--- config.mk ---
export PLATFORM = sky130hd
export DESIGN_NAME = tpumac_row
export DESIGN_NICKNAME = d
export VERILOG_FILES = /design/src/rtl/tpumac_row.sv
export SDC_FILE = /design/constraint.sdc
export NUM_CORES = 1
export LEC_CHECK = 0
export ABC_CLOCK_PERIOD_IN_PS = 5400
export CAP_MARGIN = 20
export CORE_MARGIN = 1
export CORE_UTILIZATION = 28
export DETAILED_ROUTE_END_ITERATION = 8
export PLACE_DENSITY_LB_ADDON = 0.12
export SLEW_MARGIN = 30
export SYNTH_ARGS = -nofsm -noshare
export SYNTH_HDL_FRONTEND = slang
export SYNTH_SLANG_ARGS = --single-unit
--- constraint.sdc ---
create_clock -name clk -period 5.4 [get_ports clk]
set_input_delay 0.81 -clock clk [delete_from_list [all_inputs] [get_ports clk]]
set_output_delay 0.81 -clock clk [all_outputs]
set_load 0.02 [all_outputs]
--- src/rtl/tpumac_row.sv ---
// One row of signed MAC cells: A ripples left-to-right one column per enabled
// cycle, B and C are per column, with optional saturation and sticky overflow.
module tpumac_row #(
  parameter int COLS     = 4,
  parameter int BITS_AB  = 8,
  parameter int BITS_C   = 16,
  parameter int SATURATE = 0
) (
  input  logic                      clk,
  input  logic                      rst_n,
  input  logic                      en,
  input  logic                      WrEn,
  input  logic                      clr,
  input  logic [BITS_AB-1:0]        Ain,
  input  logic [COLS*BITS_AB-1:0]   Bin,
  input  logic [COLS*BITS_C-1:0]    Cin,
  output logic [BITS_AB-1:0]        Aout,
  output logic [COLS*BITS_AB-1:0]   Bout,
  output logic [COLS*BITS_C-1:0]    Cout,
  output logic [COLS-1:0]           ovf
);

  localparam int PW = 2 * BITS_AB;
  localparam logic [BITS_C-1:0] C_MAX = {1'b0, {(BITS_C-1){1'b1}}};
  localparam logic [BITS_C-1:0] C_MIN = {1'b1, {(BITS_C-1){1'b0}}};

  // Registered A of every column; column gi reads column gi-1 as its input.
  logic [COLS-1:0][BITS_AB-1:0] a_tap;

  genvar gi;
  generate
    for (gi = 0; gi < COLS; gi++) begin : g_col
      logic [BITS_AB-1:0]        a_reg;
      logic [BITS_AB-1:0]        b_reg;
      logic [BITS_C-1:0]         c_reg;
      logic [BITS_C-1:0]         c_next;
      logic [BITS_C-1:0]         c_acc;
      logic                      ovf_reg;
      logic                      ovf_next;
      logic signed [BITS_AB-1:0] a_col;
      logic signed [BITS_AB-1:0] b_col;
      logic signed [PW-1:0]      prod;
      logic [BITS_C:0]           sum;
      logic                      sum_ovf;

      if (gi == 0) begin : g_head
        assign a_col = Ain;
      end else begin : g_tail
        assign a_col = a_tap[gi-1];
      end

      assign b_col = Bin[gi*BITS_AB +: BITS_AB];

      // Multiply the operands arriving this cycle, not the registered copies.
      assign prod = a_col * b_col;

      // One guard bit is enough: |prod| is far below 2^BITS_C.
      assign sum = {c_reg[BITS_C-1], c_reg}
                 + {{(BITS_C+1-PW){prod[PW-1]}}, prod};
      assign sum_ovf = sum[BITS_C] ^ sum[BITS_C-1];

      always_comb begin
        c_acc = sum[BITS_C-1:0];
        if (SATURATE != 0 && sum_ovf) begin
          c_acc = sum[BITS_C] ? C_MIN : C_MAX;
        end
      end

      always_comb begin
        c_next   = c_reg;
        ovf_next = ovf_reg;
        if (clr) begin
          c_next   = '0;
          ovf_next = 1'b0;
        end else if (WrEn) begin
          c_next   = Cin[gi*BITS_C +: BITS_C];
          ovf_next = 1'b0;
        end else if (en) begin
          c_next   = c_acc;
          ovf_next = ovf_reg | sum_ovf;
        end
      end

      always_ff @(posedge clk or negedge rst_n) begin
        if (!rst_n) begin
          a_reg   <= '0;
          b_reg   <= '0;
          c_reg   <= '0;
          ovf_reg <= 1'b0;
        end else begin
          // A/B shift on en regardless of clr/WrEn.
          if (en) begin
            a_reg <= a_col;
            b_reg <= b_col;
          end
          c_reg   <= c_next;
          ovf_reg <= ovf_next;
        end
      end

      assign a_tap[gi]                    = a_reg;
      assign Bout[gi*BITS_AB +: BITS_AB]  = b_reg;
      assign Cout[gi*BITS_C +: BITS_C]    = c_reg;
      assign ovf[gi]                      = ovf_reg;
    end
  endgenerate

  assign Aout = a_tap[COLS-1];

endmodule

==> Yosys cells after proc, flatten, opt, wreduce, memory -nomap -nowiden <==
Index checks and enable logic that the tools add are counted.
{ "word_totals": {"register_bits": 132, "in_bits": 109, "out_inout_bits": 108, "wordCells": 57} }
{ "op_classes": {"add_sub_neg": 4, "mul": 4, "muxes": 24, "bitwise": 8, "n_reduce_logical": 1} }
{ "op_table": {"columns": ["op", "n"], "rows": [
  ["2-to-1 mux 16 bit", 12],
  ["adder 16 x 16 -> 17 bit", 4],
  ["multiplier 8 x 8 -> 16 bit", 4],
  ["2-to-1 mux 1 bit", 12],
  ["bitwise OR 1 bit", 4],
  ["bitwise XOR 1 bit", 4],
  ["nonzero test 3 bit", 1]
]} }

==> Logic depth before layout (Yosys ltp) <==
{ "logic_depth": {"word_depth": 7, "mapped_depth": 19, "depth_no_buf": 19} }

==> Worst setup path after synthesis <==
Ideal clock, no wire load.
{ "synth_path": {"kind": "input port to flip-flop", "start": "in Bin[16]", "end": "reg g_col[2].ovf_reg", "setup_ns": 0.069, "arrival_time_ns": 5.693, "required_time_ns": 5.331, "setup_slack_ns": -0.362, "stages": 17, "path_buffers": 1, "cell_sequence": "clkbuf_1 and2_1 inv_1 fa_1 inv_1 fa_1 fa_1 fa_1 fa_1 ha_1 o21ai_0 o21bai_1 a211oi_2 o21ai_0 and3_1 or4_1 nand3_1"} }
{ "synth_via": {"elab_chain_cells": 7} }
{ "synth_lines": {"columns": ["item", "line", "source"], "rows": [
  ["from (decl)", "15", "input logic [COLS*BITS_AB-1:0] Bin,"],
  ["multiplier 8 x 8 -> 16 bit", "55", "assign prod = a_col * b_col;"],
  ["adder 16 x 16 -> 17 bit", "59", "+ {{(BITS_C+1-PW){prod[PW-1]}}, prod};"],
  ["bitwise XOR 1 bit", "60", "assign sum_ovf = sum[BITS_C] ^ sum[BITS_C-1];"],
  ["bitwise OR 1 bit", "80", "ovf_next = ovf_reg | sum_ovf;"],
  ["2-to-1 mux 1 bit", "78", "end else if (en) begin"],
  ["2-to-1 mux 1 bit", "75", "end else if (WrEn) begin"],
  ["2-to-1 mux 1 bit", "72", "if (clr) begin"],
  ["to (signal assigned)", "97", "ovf_reg <= ovf_next;"],
  ["to (decl)", "38", "logic ovf_reg;"]
]} }
Every way passes these cells. The select of a mux whose other input is x is not followed.
A chain may end at the register's enable or synchronous reset.

==> Worst setup path after layout <==
{ "layout_path": {"start": "in Bin[0]", "end": "reg g_col[0].ovf_reg"} }
{ "layout_via": {"elab_chain_cells": 7} }
{ "layout_lines": {"columns": ["item", "line"], "rows": [
  ["multiplier 8 x 8 -> 16 bit", "55"],
  ["adder 16 x 16 -> 17 bit", "59"],
  ["bitwise XOR 1 bit", "60"],
  ["bitwise OR 1 bit", "80"],
  ["2-to-1 mux 1 bit", "78"],
  ["2-to-1 mux 1 bit", "75"],
  ["2-to-1 mux 1 bit", "72"],
  ["to (signal assigned)", "97"],
  ["to (decl)", "38"]
]} }
Every way passes these cells. The select of a mux whose other input is x is not followed.

==> impl_metrics.py <==
metrics = {
    "timing": {
        "holdWs_ns": 0.264,
        "finalSetupTns_ns": 0,
        "fin_skew_ns": 0.0121,
        "hold_viol": 0,
        "fin_crit_sh_pct": 97.6,
        "max_freq_ghz": 0.190,
        "setup_viol_count_final": 0,
        "min_period_ns": 5.27,
        "setup_slack_ns": 0.127,
        "report.final.slew_viol_count": 0,
        "worstMarginPinSlew_ns": 0.740,
        "relSlewSlack_pct": 50.6,
    },
    "die": {
        "fp.dieArea_um2": 65500,
        "core_area_um2": 63400,
        "start_util_pct": 28.5,
        "num_rows": 92,
        "die-height_um": 256,
        "die_w_um": 256,
        "io_pins": 217,
    },
    "setup_path": {
        "crit_fanout": 8,
        "startpoint": "Bin[0]",
        "reg2reg_from": "g_col[1].a_reg[1]",
        "crit_arrival_ns": 5.65,
        "endpoint_kind": "flip-flop",
        "required_ns": 5.78,
        "crit_type": "input pin to flip-flop",
        "start_kind": "input pin",
    },
    "routing": {
        "drt_iter0_markers": 442,
        "vias_per_cell": 4.39,
        "dr.pass1.iters": 5,
        "ant_nets": 0,
        "wl_um": 53700,
        "drc": 0,
        "vias": 13600,
        "wl_per_cell_um": 17.3,
    },
    "synthesis": {
        "ys_dominant_reg_cell": "dfrtp_1",
        "ys_types": 53,
        "synth_mux_area_share_pct": 6.01,
        "synth-edff-count": 0,
        "netlist_area_um2": 18100,
        "synthTopCellsByArea": "fa_1 (34%), dfrtp_1 (18%), ha_1 (11%), inv_1 (7.6%), and2_1 (4.6%)",
        "ys_warn_count": 0,
        "syn_avg_cell_area_um2": 9.85,
        "synth_seq_cells": 132,
        "yosys.area.top_type_share_pct": 33.7,
        "synth_fa_ha_area_share_pct": 44.5,
        "synthTopCellsByCount": "inv_1 (365), fa_1 (304), ha_1 (156), and2_1 (132), dfrtp_1 (132)",
        "synth.most_common_cell": "inv_1",
        "syn_nets": 2402,
        "synthSimpleGateAreaFrac_pct": 11.4,
        "synth-xor-area-share_pct": 3.15,
        "synth_top_cell_by_area": "fa_1",
        "synthArstFlopShare_pct": 100,
        "synth_top_family_by_area": "adder cells",
        "synth_seq_area_share_pct": 18.3,
        "netlist_instances": 1833,
        "synth_compound_area_share_pct": 7.35,
    },
    "clocking": {
        "clockRootBuffer": "clkbuf_16",
        "clock_latency_ns": 0.49,
        "clockBufferDepth": 2,
        "cts.sinks": 132,
        "htree_levels": 4,
        "path_clk_slew_ns": 0.07,
        "cts_buffers": 17,
        "cts_tree": "done",
    },
    "grt": {
        "grt_pass1_vias": 15600,
        "grt_pass1_wl_um": 88800,
        "antenna_found_initial": 1,
        "grt_max_degree": 78,
        "gr-total-overflow": 0,
        "grtUsageTotal_pct": 17.6,
    },
    "placement": {
        "io_buffers": 216,
        "hpwlAfterDp_um": 44200,
        "gp_congestion": 0.812,
        "dp_cells": 3059,
        "place_ws_ns": -0.693,
    },
    "layout": {
        "largest_register_ffs": 64,
        "fill_cells": 6427,
        "nets": 2807,
        "area_delta_synth_final_pct": 31.5,
        "diodes": 0,
        "drive_above_1_share_pct": 18.3,
        "fin_cells": 3097,
    },
    "outcome": {
        "status": "finished, final reports clean",
    },
    "worst_hold_path": {
        "min_path_type": "input pin to async pin",
    },
    "job": {
        "drv_cap": 0,
    },
}
-- placed cells by master (no fill, tap or decap), types with 10 or more instances in the layout --
cell type          n
xor2_1            15
buf_4            235
mux2i_1           32
dlymetal6s2s_1    26
a21oi_1           77
dfrtp_1          132
a221oi_1          16
inv_1            363
nand2_1          130
clkbuf_16         17
nor3_1            14
clkdlybuf4s50_1  180
and2_1           125
buf_6             10
o21ai_0           16
o21bai_1          11
fa_1             299
mux2_2            68
nor2b_1           12
nor2_1           108
ha_1             149
a21o_1            12
a211oi_1          14
xnor2_1           47
-- what timing repair did --
action | in CTS | in global routing
pin swaps | 5 | 41
setup endpoints to repair | 14 | 25
hold buffers | 0 | 0
setup buffers | 1 | 3
resized for setup | 24 | 88
gates cloned | 0 | 1
-- routing by layer --
metal	GRT usage [%]	part of all wire, %	up-vias
met1	23.5	46	6862
met4	4.11	1.3	2
li1	-	-	6514
met3	3.14	3.8	36
met2	29.5	49	183
met5	0	0.022	-
-- kinds of logic (layout without fill, tap and decap cells) --
logic type | after synthesis | after routing
DFF | 132 | 132
adders and majority gates | 460 | 460
xor gates and xnor gates | 65 | 65
and+or+nand+nor | 428 | 428
muxes | 100 | 100
AOI/OAI and AO/OA | 205 | 205
buffers and inverters | 443 | 861
-- worst paths after layout --
path | to | depth (start not counted) | slack (ns)
worst max-delay path | g_col[0].ovf_reg | 19 | 0.13
worst min-delay path | Aout[2] | 1 | 0.26
worst max register to register | g_col[2].ovf_reg | 16 | 0.37
worst min register to register | g_col[2].b_reg[6] | 1 | 0.51
max in group asynchronous | g_col[0].c_reg[3] | 2 | 4.00
min in group clk | g_col[2].b_reg[6] | 1 | 0.51
-- through the flow --
| step | utilization [%] | instance area, um2 |
|---|---|---|
| 2_1_floorplan | - | 18100 |
| 3_3_place_gp | 35.9 | 22800 |
| 3_5_place_dp | 35.9 | 22800 |
| 4_1_cts | 36.9 | 23400 |
| 5_1_grt | 37.4 | 23700 |
| 6_report | 37.4 | 23700 |
-- critical path, cell delays in order --
cell             delay, ns
clkdlybuf4s50_1       0.47
buf_6                 0.14
and2_4                0.15
inv_2                 0.04
fa_1                  0.48
inv_1                 0.05
fa_1                  0.49
fa_1                  0.44
fa_1                  0.56
fa_2                  0.48
ha_4                  0.18
a21oi_2               0.20
o21ai_2               0.13
o31ai_4               0.32
buf_4                 0.16
a21oi_1               0.06
xnor2_1               0.21
xnor2_1               0.16
o21ai_1               0.10
-- cell type report --
cell class	instances	area (um2)	share of cell area, %
clock buffer	17	425	1.79
sequential	132	3300	13.9
timing repair buffer	460	4090	17.2
clock inverter	15	131	0.553
inverter	369	1390	5.84
multi-input combinational	1258	13400	56.2
tap	846	1060	4.46
Power is not shown: default switching activity piles up to over one toggle a cycle in this logic, so the estimate is an artifact.
